**src/rtl/serial_uart_bridge_pkg.sv**
```systemverilog
// -----------------------------------------------------------------------------
// serial_uart_bridge_pkg
// Shared definitions for the serial UART bridge: line idle level, default
// timing/depth parameters and the TX/RX state encodings.
// Ports: none (package).
// -----------------------------------------------------------------------------
package serial_uart_bridge_pkg;

   localparam logic UART_IDLE            = 1'b1;
   localparam int   DEFAULT_CLKS_PER_BIT = 434;   // 50 MHz / 115200 baud
   localparam int   DEFAULT_FIFO_DEPTH   = 16;

   typedef enum logic [1:0] {
      TX_IDLE,
      TX_START,
      TX_DATA,
      TX_STOP
   } tx_state_t;

   typedef enum logic [2:0] {
      RX_IDLE,
      RX_START,
      RX_DATA,
      RX_STOP,
      RX_WAIT_HIGH
   } rx_state_t;

endpackage

```
**src/rtl/serial_uart_bridge_fifo.sv**
```systemverilog
// -----------------------------------------------------------------------------
// byte_fifo
// 8-bit first-word fall-through FIFO. Pointers carry one extra wrap bit so
// full and empty are told apart without a separate counter register.
// Ports:
//   clock      in   system clock
//   reset      in   synchronous, active-high; empties the FIFO
//   push       in   write push_data (ignored when full unless popping too)
//   push_data  in   8-bit byte to store
//   pop        in   drop the head entry (ignored when empty)
//   head       out  current head entry, 8'h00 when empty
//   full       out  DEPTH entries held
//   empty      out  no entries held
// -----------------------------------------------------------------------------
module byte_fifo
   import serial_uart_bridge_pkg::*;
#(
   parameter int DEPTH = DEFAULT_FIFO_DEPTH
) (
   input  logic       clock,
   input  logic       reset,
   input  logic       push,
   input  logic [7:0] push_data,
   input  logic       pop,
   output logic [7:0] head,
   output logic       full,
   output logic       empty
);

   localparam int         AW      = $clog2(DEPTH);
   localparam logic [AW:0] PTR_ONE = (AW+1)'(1);

   logic [7:0]  mem [DEPTH];
   logic [AW:0] wr_ptr;
   logic [AW:0] rd_ptr;
   logic [AW:0] count;
   logic        pop_ok;
   logic        push_ok;

   assign count   = wr_ptr - rd_ptr;
   assign empty   = (wr_ptr == rd_ptr);
   assign full    = (count == (AW+1)'(DEPTH));
   assign pop_ok  = pop & ~empty;
   // A full FIFO still takes a push when the head leaves in the same cycle.
   assign push_ok = push & (~full | pop_ok);

   // NOTE: sequential state is written with non-blocking assignments so every
   // flop samples the pre-edge values, independent of block ordering.
   always_ff @(posedge clock) begin
      if (reset) begin
         wr_ptr <= '0;
         rd_ptr <= '0;
      end else begin
         if (push_ok) wr_ptr <= wr_ptr + PTR_ONE;
         if (pop_ok)  rd_ptr <= rd_ptr + PTR_ONE;
      end
   end

   // NOTE: the storage array has no reset; only the pointers define which
   // entries are valid, and leaving it unreset lets it map onto RAM.
   always_ff @(posedge clock) begin
      if (push_ok) mem[wr_ptr[AW-1:0]] <= push_data;
   end

   assign head = empty ? 8'h00 : mem[rd_ptr[AW-1:0]];

endmodule

```
**src/rtl/serial_uart_bridge.sv**
```systemverilog
// -----------------------------------------------------------------------------
// serial_uart_bridge
// Connects data_memory's memory-mapped serial port to the board UART pins.
// Processor bytes are queued in a TX FIFO and sent as 8N1 frames; received
// 8N1 frames are queued in an RX FIFO for the processor to read.
// Ports:
//   clock            in   system clock, rising edge
//   reset            in   synchronous, active-high
//   serial_out       in   byte from data_memory to transmit
//   serial_wren_out  in   push serial_out into the TX FIFO
//   serial_rden_out  in   pop the head of the RX FIFO
//   serial_in        out  head of the RX FIFO (first-word fall-through)
//   serial_valid_in  out  RX FIFO not empty
//   serial_ready_in  out  TX FIFO not full
//   uart_rxd         in   asynchronous serial line in, idles high
//   uart_txd         out  serial line out, idles high
//   status_clear     in   clears the sticky flags
//   rx_overflow      out  sticky: received byte dropped on a full RX FIFO
//   frame_error      out  sticky: stop bit sampled low
// -----------------------------------------------------------------------------
module serial_uart_bridge
   import serial_uart_bridge_pkg::*;
#(
   parameter int CLKS_PER_BIT = DEFAULT_CLKS_PER_BIT,
   parameter int FIFO_DEPTH   = DEFAULT_FIFO_DEPTH
) (
   input  logic       clock,
   input  logic       reset,
   input  logic [7:0] serial_out,
   input  logic       serial_wren_out,
   input  logic       serial_rden_out,
   output logic [7:0] serial_in,
   output logic       serial_valid_in,
   output logic       serial_ready_in,
   input  logic       uart_rxd,
   output logic       uart_txd,
   input  logic       status_clear,
   output logic       rx_overflow,
   output logic       frame_error
);

   localparam int            CW        = $clog2(CLKS_PER_BIT);
   localparam logic [CW-1:0] BIT_LAST  = CW'(CLKS_PER_BIT - 1);
   localparam logic [CW-1:0] HALF_LAST = CW'(CLKS_PER_BIT / 2 - 1);
   localparam logic [CW-1:0] CNT_ONE   = CW'(1);

   // ---------------------------------------------------------------- FIFOs
   logic [7:0] tx_head;
   logic       tx_full;
   logic       tx_empty;
   logic       tx_pop;
   logic [7:0] rx_shift;
   logic       rx_push;
   logic       rx_full;
   logic       rx_empty;

   byte_fifo #(.DEPTH(FIFO_DEPTH)) tx_fifo (
      .clock     (clock),
      .reset     (reset),
      .push      (serial_wren_out & ~tx_full),
      .push_data (serial_out),
      .pop       (tx_pop),
      .head      (tx_head),
      .full      (tx_full),
      .empty     (tx_empty)
   );

   byte_fifo #(.DEPTH(FIFO_DEPTH)) rx_fifo (
      .clock     (clock),
      .reset     (reset),
      .push      (rx_push),
      .push_data (rx_shift),
      .pop       (serial_rden_out),
      .head      (serial_in),
      .full      (rx_full),
      .empty     (rx_empty)
   );

   assign serial_ready_in = ~tx_full;
   assign serial_valid_in = ~rx_empty;

   // ---------------------------------------------------------------- TX FSM
   tx_state_t     tx_state;
   logic [CW-1:0] tx_cnt;
   logic [2:0]    tx_bit;
   logic [7:0]    tx_shift;

   assign tx_pop = (tx_state == TX_IDLE) & ~tx_empty;

   // The line level is registered from the state of the previous cycle, so the
   // start bit appears two edges after the push and the pin is a clean flop.
   always_ff @(posedge clock) begin
      if (reset) begin
         tx_state <= TX_IDLE;
         tx_cnt   <= '0;
         tx_bit   <= '0;
         tx_shift <= '0;
         uart_txd <= UART_IDLE;
      end else begin
         case (tx_state)
            TX_IDLE: begin
               uart_txd <= UART_IDLE;
               if (!tx_empty) begin
                  tx_shift <= tx_head;
                  tx_cnt   <= BIT_LAST;
                  tx_state <= TX_START;
               end
            end
            TX_START: begin
               uart_txd <= 1'b0;
               if (tx_cnt == '0) begin
                  tx_cnt   <= BIT_LAST;
                  tx_bit   <= '0;
                  tx_state <= TX_DATA;
               end else begin
                  tx_cnt <= tx_cnt - CNT_ONE;
               end
            end
            TX_DATA: begin
               uart_txd <= tx_shift[0];
               if (tx_cnt == '0) begin
                  tx_cnt   <= BIT_LAST;
                  tx_shift <= {1'b0, tx_shift[7:1]};
                  if (tx_bit == 3'd7) tx_state <= TX_STOP;
                  else                tx_bit   <= tx_bit + 3'd1;
               end else begin
                  tx_cnt <= tx_cnt - CNT_ONE;
               end
            end
            TX_STOP: begin
               uart_txd <= UART_IDLE;
               if (tx_cnt == '0) tx_state <= TX_IDLE;
               else              tx_cnt   <= tx_cnt - CNT_ONE;
            end
            default: tx_state <= TX_IDLE;
         endcase
      end
   end

   // ---------------------------------------------------------------- RX FSM
   rx_state_t     rx_state;
   logic [CW-1:0] rx_cnt;
   logic [2:0]    rx_bit;
   logic [1:0]    rx_sync;
   logic          rxs;
   logic          stop_sample;

   // Two-flop synchronizer; reset to the idle level so no false start follows reset.
   always_ff @(posedge clock) begin
      if (reset) rx_sync <= {2{UART_IDLE}};
      else       rx_sync <= {rx_sync[0], uart_rxd};
   end

   assign rxs         = rx_sync[1];
   assign stop_sample = (rx_state == RX_STOP) & (rx_cnt == '0);
   assign rx_push     = stop_sample & rxs;

   always_ff @(posedge clock) begin
      if (reset) begin
         rx_state <= RX_IDLE;
         rx_cnt   <= '0;
         rx_bit   <= '0;
         rx_shift <= '0;
      end else begin
         case (rx_state)
            RX_IDLE: begin
               if (!rxs) begin
                  rx_cnt   <= HALF_LAST;
                  rx_state <= RX_START;
               end
            end
            RX_START: begin
               if (rx_cnt == '0) begin
                  // Start bit still low at mid-bit: real frame, else a glitch.
                  if (!rxs) begin
                     rx_cnt   <= BIT_LAST;
                     rx_bit   <= '0;
                     rx_state <= RX_DATA;
                  end else begin
                     rx_state <= RX_IDLE;
                  end
               end else begin
                  rx_cnt <= rx_cnt - CNT_ONE;
               end
            end
            RX_DATA: begin
               if (rx_cnt == '0) begin
                  rx_cnt   <= BIT_LAST;
                  rx_shift <= {rxs, rx_shift[7:1]};
                  if (rx_bit == 3'd7) rx_state <= RX_STOP;
                  else                rx_bit   <= rx_bit + 3'd1;
               end else begin
                  rx_cnt <= rx_cnt - CNT_ONE;
               end
            end
            RX_STOP: begin
               if (rx_cnt == '0) rx_state <= rxs ? RX_IDLE : RX_WAIT_HIGH;
               else              rx_cnt   <= rx_cnt - CNT_ONE;
            end
            RX_WAIT_HIGH: begin
               if (rxs) rx_state <= RX_IDLE;
            end
            default: rx_state <= RX_IDLE;
         endcase
      end
   end

   // ---------------------------------------------------------------- flags
   // Setting wins over status_clear so an event in the clear cycle is kept.
   always_ff @(posedge clock) begin
      if (reset) begin
         rx_overflow <= 1'b0;
         frame_error <= 1'b0;
      end else begin
         if (rx_push & rx_full & ~serial_rden_out) rx_overflow <= 1'b1;
         else if (status_clear)                    rx_overflow <= 1'b0;
         if (stop_sample & ~rxs)  frame_error <= 1'b1;
         else if (status_clear)   frame_error <= 1'b0;
      end
   end

endmodule

```
**config.mk**
```make
export PLATFORM = sky130hd
export DESIGN_NAME = serial_uart_bridge
export DESIGN_NICKNAME = d
export VERILOG_FILES = /design/src/rtl/serial_uart_bridge_pkg.sv /design/src/rtl/serial_uart_bridge_fifo.sv /design/src/rtl/serial_uart_bridge.sv
export SDC_FILE = /design/constraint.sdc
export NUM_CORES = 1
export LEC_CHECK = 0
export CORE_MARGIN = 3
export CORE_UTILIZATION = 69
export CTS_BUF_LIST = sky130_fd_sc_hd__clkbuf_4
export DETAILED_ROUTE_END_ITERATION = 10
export PLACE_DENSITY = 0.95
export SLEW_MARGIN = 20
export SYNTH_ARGS = -nofsm -noshare
export SYNTH_HDL_FRONTEND = slang
export SYNTH_SLANG_ARGS = --single-unit
```
**constraint.sdc**
```tcl
create_clock -name clock -period 4.2 [get_ports clock]
set_input_delay 0.84 -clock clock [delete_from_list [all_inputs] [get_ports clock]]
set_output_delay 0.84 -clock clock [all_outputs]
set_load 0.03 [all_outputs]
```
# Yosys cells after proc, flatten, opt, wreduce, memory -nomap -nowiden
# Memories as Yosys holds them, arrays and structs flattened. A register that Yosys moved wholly into a read port is not among the register bits.
# Cells that the tools add are included.
# Widths: inputs -> output; s select.
# word_totals
register_bits,70
ram_bits,256
in_bits,14
output_inout_bits,13
elab_cells,147
memories,2
# op_classes
add_sub_neg,10
eq_ne,30
muxes,50
bitwise,19
reduce_logical,20
# memory_table
name,depth,width,read_ports,rd_clocked_by_memory_dff,write_ports,line_no,source
rx_fifo.mem,16,8,1,1,1,serial_uart_bridge_fifo.sv:33,logic [7:0] mem [DEPTH];
tx_fifo.mem,16,8,1,1,1,serial_uart_bridge_fifo.sv:33,
# ops
operator,n
$mux 9,8
$mux 3,14
$pmux 9 s4,1
$ne 2x2->1 const B,15
$pmux 9 s3,1
$mux 8,3
$add 5x1->5 const B,4
$logic_not 9->1,2
$sub 9x1->9 const B,2
$mux 4,4
$pmux 8 s2,1
$pmux 3 s5,1
$mux 2,6
$pmux 3 s2,2
$and 1x1->1,11
$eq 5x5->1,2
$eq 5x5->1 const B,2
$reduce_and 5->1,2
$reduce_bool 2->1,5
$sub 5x5->5,2
$eq 3x3->1 const B,3
$pmux 2 s4,1
$reduce_and 4->1,2
$mux 1,7
17 further kinds,28

# Longest topological paths before layout
# Gate-level depths: netlist (run 1).
# logic_depth
depth_word,8
depth_mapped,10
depth_no_buf,9

# Cells and area by module
# A second synthesis (run 1) with hierarchy kept.
# unflattened
hier_cells,911
area_unflattened_um2,14405.1
# modules_own_cells
mod,instances,cells_each,area_each_um2,seq_area_each_um2
byte_fifo at tx_fifo,1,290,5784.3,4124.0
byte_fifo at rx_fifo,1,291,5728.0,4124.0
serial_uart_bridge,1,330,2892.8,1001.0

# Worst setup path after synthesis (run 1)
# OpenSTA, ideal clock, no wires.
# synth_path
path_kind,reg-to-output
start,reg (tool-made name)
end,out serial_in[0]
arrival_time_ns,2.015
required_time_ns,3.360
slack_ns,1.345
path_stages_with_launch,6
path_buffers,2
path_cell_list,dfxtp_1 -> clkbuf_1 -> buf_2 -> mux4_2 -> mux4_2 -> nor2b_1
# synth_lines
item,line_no,source
end: declaration,serial_uart_bridge.sv:32,"output logic [7:0] serial_in,"

==> impl_metrics.ini, run 1 <==
[global_route]
antenna_found_initial = 1
grt_pass1_vias = 8661
grt-ovfl-total = 0
grt_usage_pct = 28.1
grt_max_degree = 54
grt_pass1_wl_um = 46900

[placed_design]
place_ws_ns = 0.807
place_inst = 1142
placed_area_um2 = 14400
gp_congestion = 0.823
dp.final_hpwl_um = 18700
portBuffers = 26

[timing]
tightestPinTransition_ns = 1.03
finalMaxSlewViolations = 0
relSlewSlack_pct = 31.5
whs_ns = 0.405
finalHoldViolations = 0
fin_ws_ns = 0.134
finalCritPeriodShare_pct = 96.8
finClkSkew_ns = 0.0494
setup_violations = 0
post-route-min-period_ns = 4.07
fmax_mhz = 246
rsz0062_at_grt = false
setup_tns_ns = 0

[job]
maxCapViolCount = 0

[floorplanning]
chipHeight_um = 148
chipWidth_um = 148
core-area_um2 = 19700
ios = 27
die-area_um2 = 22000
rows = 51
start_util_pct = 71.0

[synth]
synth_async_sr_flop_share_pct = 0
synthDistinctLibCells = 64
synth_area_um2 = 13900
synth_edf_count = 256
synth_top_cell_area_share_pct = 55.1
syn_area_per_cell_um2 = 15.8
synth_seq_area_share_pct = 66.3
synth_top_area_cell = edfxtp_1
yosys_warnings = 0
synth_area_leaders = edfxtp_1 (55%), mux4_2 (13%), dfxtp_1 (11%)
synthesis.nets = 928
syn_inst = 884
ys_ff_latch = 334
synth-main-ff-cell = edfxtp_1

[critical_path]
path_depth = 5
path_cells = buf_12 > mux4_2 > mux4_2 > nor2b_1 > clkdlybuf4s50_1
crit_slowest_cell = clkdlybuf4s50_1
worst-r2r-cell-count = 8
required_ns = 3.36
cp_common_cell = mux4_2
cp.arrival_ns = 3.23
worst-setup-path-type = reg -> out
cp-start-kind = flop
worstPathMaxFanout = 14
end_kind = output port
cp_num_buf_inv = 2
crit_path_max_incr_delay_ns = 0.59
cp_top_family = multiplexers

[clock_tree]
clockRootBuffer = clkbuf_4
clock_latency_ns = 0.69
h-tree-depth = 3
cts_sinks = 334
numCtsBuffers = 83
tritoncts = yes
post-cts-setup-buffer-count = 0
clk_pin_slew_ns = 0.07
max-clock-path-buffers = 3

[drt]
drc = 0
routedWlPerCell_um = 22.8
antenna_left = 0
via_per_inst = 6.38
vias = 8283
first_pass_iters = 5
drt_iter0_markers = 784
wl_um = 29600

[pwr]
intPower_mw = 5.71
power_frac_seq_pct = 47.9
total_power_mw = 7.91
vdd_drop_max_mv = 0.369
combPwrFrac_pct = 17.8
power.share.clock_pct = 34.3
netSwitchingFraction_pct = 27.8
p_leak_nw = 5.29
switchingPower_mw = 2.20
power_density_nw_per_um2 = 509

[final_layout]
final_cells = 1299
fin_util_pct = 79.1
syn_to_final_growth_pct = 11.4
final_area_um2 = 15500
final_nets = 1007
drive_above_1_share_pct = 24.0

[min_path]
hp-class = reg -> reg
whs_path_depth = 1

[run_status]
outcome = completed
==> layout by cell type (no fill, tap or decap), types with 4 or more instances in the layout <==
master,Yosys,routed
a211oi_1,11,11
a21oi_1,49,49
a311oi_1,5,5
and3_1,31,31
buf_4,1,7
clkbuf_4,0,126
clkdlybuf4s50_1,0,25
clkinv_1,0,19
clkinv_2,0,4
dfxtp_1,78,76
edfxtp_1,256,256
ha_1,30,30
inv_1,28,28
inv_2,0,5
mux2i_1,9,9
mux4_2,80,80
nand2_1,44,44
nand3_1,10,10
nand4_1,8,8
nor2_1,54,54
nor2b_1,19,19
nor3_1,20,20
o21ai_0,19,19
o22ai_1,4,4
o31ai_1,7,7
or2_2,5,5
or4_1,4,4
xnor2_1,10,10
xor2_1,5,5
==> path summary, 6_finish.rpt <==
path | end | from | slack [ns]
max | serial_in[3] | flop | 0.13
min | rx_sync[1] | rx_sync[0] | 0.40
min reg2reg | rx_sync[1] | rx_sync[0] | 0.40
max reg2reg | rx_fifo.mem[5][4] | rx_fifo.rd_ptr[2] | 1.00
==> sequential cells by signal (all words and copies together) (netlist names), 5 cells and up, named ones only <==
register / count
rx_fifo.mem: 128
tx_fifo.mem: 128
rx_cnt: 9
tx_cnt: 9
rx_shift: 8
tx_shift: 8
rx_fifo.rd_ptr: 5
rx_fifo.wr_ptr: 5
tx_fifo.rd_ptr: 5
tx_fifo.wr_ptr: 5
==> power groups by stage <==
stage	logic (mW)	clock network [mW]	registers (mW)
4_1_cts	1.39	2.75	3.79
6_report	1.41	2.71	3.79
2_1_floorplan	1.10	0	3.81
3_3_place_gp	1.30	0	3.85
3_5_place_dp	1.38	0	3.86
5_1_grt	1.55	2.93	3.81
==> cell families after synthesis <==
family	synth area share, %
AND/OR/NAND/NOR	8.59
buffers and inverters	2.10
multiplexers	13.6
adder cells (fa/ha/maj)	2.69
AO/OA/AOI/OAI	5.71
XOR/XNOR	0.942
flip-flops	66.3
==> layer usage <==
layer | track usage (%) | part of all wire (%) | vias to the layer above
met3 | 5.18 | 6.1 | 93
met1 | 33.0 | 35 | 4082
met5 | 0 | 0 | -
met2 | 50.7 | 55 | 416
li1 | - | - | 3692
met4 | 12.8 | 3.7 | 0
==> synth_stat cells (3+ instances only) <==
master and number:
edfxtp_1 256, mux4_2 80, dfxtp_1 78, nor2_1 54
a21oi_1 49, nand2_1 44, and3_1 31, ha_1 30
inv_1 28, clkbuf_1 22, nor3_1 20, nor2b_1 19
o21ai_0 19, buf_2 12, a211oi_1 11, nand3_1 10
xnor2_1 10, mux2i_1 9, nand4_1 8, o31ai_1 7
a311oi_1 5, or2_2 5, xor2_1 5, a31oi_1 4
buf_1 4, o22ai_1 4, or4_1 4, a22oi_1 3
and2_1 3, nor4_1 3, o211ai_1 3, o21a_1 3
or3_1 3
==> timing repair <==
item / in CTS / in global routing
hold buffers: 0 / 0
resized for setup: 0 / 1
endpoints found under the setup margin: 0 / 4
endpoints found under the hold margin: 0 / 0
==> cell type report <==
cell class                      count  area [um2]
Clock buffer                      126         946
Tap cell                          265         332
Timing Repair Buffer               35         353
Antenna cell                        1        2.50
Multi-Input combinational cell    481        4410
Inverter                           28         105
Fill cell                        1048        4110
Clock inverter                     29         140
Sequential cell                   334        9250
Power figures use the tool's default switching activity.
==> inputs of run 2 (changes only) <==
ABC_AREA = 0   (was default)
CAP_MARGIN = 25   (was default)
==> results of run 2 <==
No change in the layout: final DEF, timing and power equal those of run 1.
==> inputs of run 3 (changes only) <==
ABC_AREA = 1   (was 0)
CORE_MARGIN = 2   (was 3)
CORE_UTILIZATION = 70   (was 69)
==> run 3 against run 2 <==
  * Fmax up 1.9%
  * Sequential share of layout area shrank 2.6 points
  * Clock power grew 2%
  * First-iteration DRC count up 110%
  * Final cell count rose by 41%
  * Setup slack better by 0.075 ns
  * Hold slack better by 0.0097 ns
  * Power increased by 27%
  * Final area is 4.5% higher
  * Sequential power up 7.4%
  * Via count grew 40%
  * Core utilization is 1.1 points lower
  * Highest routed layer unchanged
==> impl_metrics.ini, run 3 <==
[run_status]
outcome = completed

[critical_path]
worst-setup-path-type = reg -> out
crit-reg2reg-capture = tx_fifo.mem[3][3]
crit_path_end = serial_in[2]
crit_path_max_incr_delay_ns = 0.72
worstPathMaxFanout = 38
worst-r2r-cell-count = 10
crit_slowest_cell = clkdlybuf4s50_1
regToRegStartpoint = tx_fifo.wr_ptr[2]
required_ns = 3.36
r2r_slack_ns = 1.11
cp.arrival_ns = 3.15
path_cells = inv_2 > buf_4 > nor2_1 > o221ai_1 > nand3_1 > a21oi_1 > clkdlybuf4s50_1
end_kind = output port
cp-start-kind = flop

[synth]
synth_top_area_cell = edfxtp_1
synth_commonest_cells = edfxtp_1 (256), nand2_1 (248), nor2_1 (222)
synthesis.nets = 1479
yosys_warnings = 0
syn_inst = 1435
ys_ff_latch = 334
synth_top_cell_area_share_pct = 52.1
synth.most_common_cell = edfxtp_1
synth_area_um2 = 14800
synth_edf_count = 256
syn_area_per_cell_um2 = 10.3
synth_seq_area_share_pct = 62.7
synthDistinctLibCells = 40
synth_area_leaders = edfxtp_1 (52%), dfxtp_1 (11%), nand2_1 (6.3%)
synth_async_sr_flop_share_pct = 0
synth-main-ff-cell = edfxtp_1

[clock_tree]
h-tree-depth = 3
numCtsBuffers = 81
clockRootBuffer = clkbuf_4
tritoncts = yes
cts_hold_buf = 0
cts_sinks = 334
max-clock-path-buffers = 3
clock_latency_ns = 0.73
clk_pin_slew_ns = 0.07
cts_resized = 0
post-cts-setup-buffer-count = 0

[global_route]
antenna_found_initial = 1
grt_pass1_wl_um = 56000
grt_pass1_vias = 11100
grt_usage_pct = 32.8
grt_max_degree = 80
grt-ovfl-total = 0

[drt]
routedWlPerCell_um = 19.8
vias = 11600
antenna_left = 0
first_pass_iters = 9
via_per_inst = 6.30
wl_um = 36400
drt_iter0_markers = 1680
drc = 0

[job]
maxCapViolCount = 0

[timing]
setup_violations = 0
finalHoldViolations = 0
fmax_mhz = 251
post-route-min-period_ns = 3.99
rsz0062_at_grt = false
finalMaxSlewViolations = 0
finalCritPeriodShare_pct = 95.0
fin_ws_ns = 0.208
tightestPinTransition_ns = 1.04
finClkSkew_ns = 0.0665
setup_tns_ns = 0
relSlewSlack_pct = 30.6

[floorplanning]
chipHeight_um = 149
core-area_um2 = 20800
start_util_pct = 70.9
chipWidth_um = 149
ios = 27
rows = 53
die-area_um2 = 22300

[final_layout]
syn_to_final_growth_pct = 10.1
drive_above_1_share_pct = 13.5
fin_util_pct = 78.0
nFillCells = 1120
layout_commonest_cell = edfxtp_1
multiInputGateArea_um2 = 4830
final_cell_mix = edfxtp_1 (256), nand2_1 (248), nor2_1 (222)
seqCellArea_um2 = 9250
final_nets = 1536

[pwr]
vdd_drop_max_mv = 0.352
p_leak_nw = 6.19
power_density_nw_per_um2 = 618

[placed_design]
portBuffers = 26
place_ws_ns = 0.961
gp_congestion = 0.876
dp.final_hpwl_um = 20900

[min_path]
hp-class = reg -> reg
run 3: cell count changes after synthesis, sizes merged, moves of 32 or more:
cell,before,now
o221ai,0,32
nand3,12,140
nand2,44,262
mux4,80,0
nor2,55,231
o21ai,19,85
inv,28,102
run 3: logic make-up after synthesis:
logic type               after synthesis  share of synthesized area [%]
AO/OA/AOI/OAI                        214                           8.73
XOR/XNOR                              13                          0.772
adder cells (fa/ha/maj)               30                           2.54
buffers and inverters                162                           4.56
flip-flops                           334                           62.7
AND/OR/NAND/NOR                      682                           20.7
run 3: cell type report:
cell class,instances,share of cell area (%)
Timing Repair Buffer,34,2.10
Clock inverter,28,0.932
Multi-Input combinational cell,939,29.8
Inverter,102,2.39
Clock buffer,124,5.73
Sequential cell,334,57.0
Tap cell,275,2.12
Antenna cell,1,0.0154
run 3: critical path: cells and delay by family, from the launching register on:
kind / cells / cell delay (ns)
flip-flops: 1 / 0.32
buffers and inverters: 3 / 1.52
AND/OR/NAND/NOR: 2 / 0.17
AO/OA/AOI/OAI: 2 / 0.43
run 3: worst min-delay path by stage:
stage / from / slack, ns / depth (start not counted) / to
detailed placement: rx_sync[0] / 0.40 / 1 / rx_sync[1]
global placement: rx_sync[0] / 0.40 / 1 / rx_sync[1]
finish: rx_sync[0] / 0.41 / 1 / rx_sync[1]
floorplan: rx_sync[0] / 0.39 / 1 / rx_sync[1]
CTS: rx_sync[0] / 0.42 / 1 / rx_sync[1]
global route: rx_sync[0] / 0.42 / 1 / rx_sync[1]
run 3: metal layers:
metal,vias to the layer above,wire length [um],part of all wire (%),track usage [%]
met5,-,0,0,0
met4,0,1850,5.1,16.1
li1,5117,-,-,-
met1,5343,12600,35,39.5
met3,207,4000,11,7.40
met2,907,17900,49,56.0
run 3: where the power goes:
group / internal [mW] / switching, mW
Combinational: 1.03 / 2.17
Clock: 1.42 / 1.34
Sequential: 3.82 / 0.252
Total: 6.27 / 3.76
run 3: metrics by stage:
step                      cells  power, mW  area, um2  hold slack (ns)
after floorplan            1435       6.42      14800            0.389
after global placement     1683       6.97      15100            0.396
after detailed placement   1683       7.15      15100            0.401
after CTS                  1835       9.92      16200            0.415
after global routing       1837       10.5      16200            0.418
final                      1837       10.0      16200            0.414
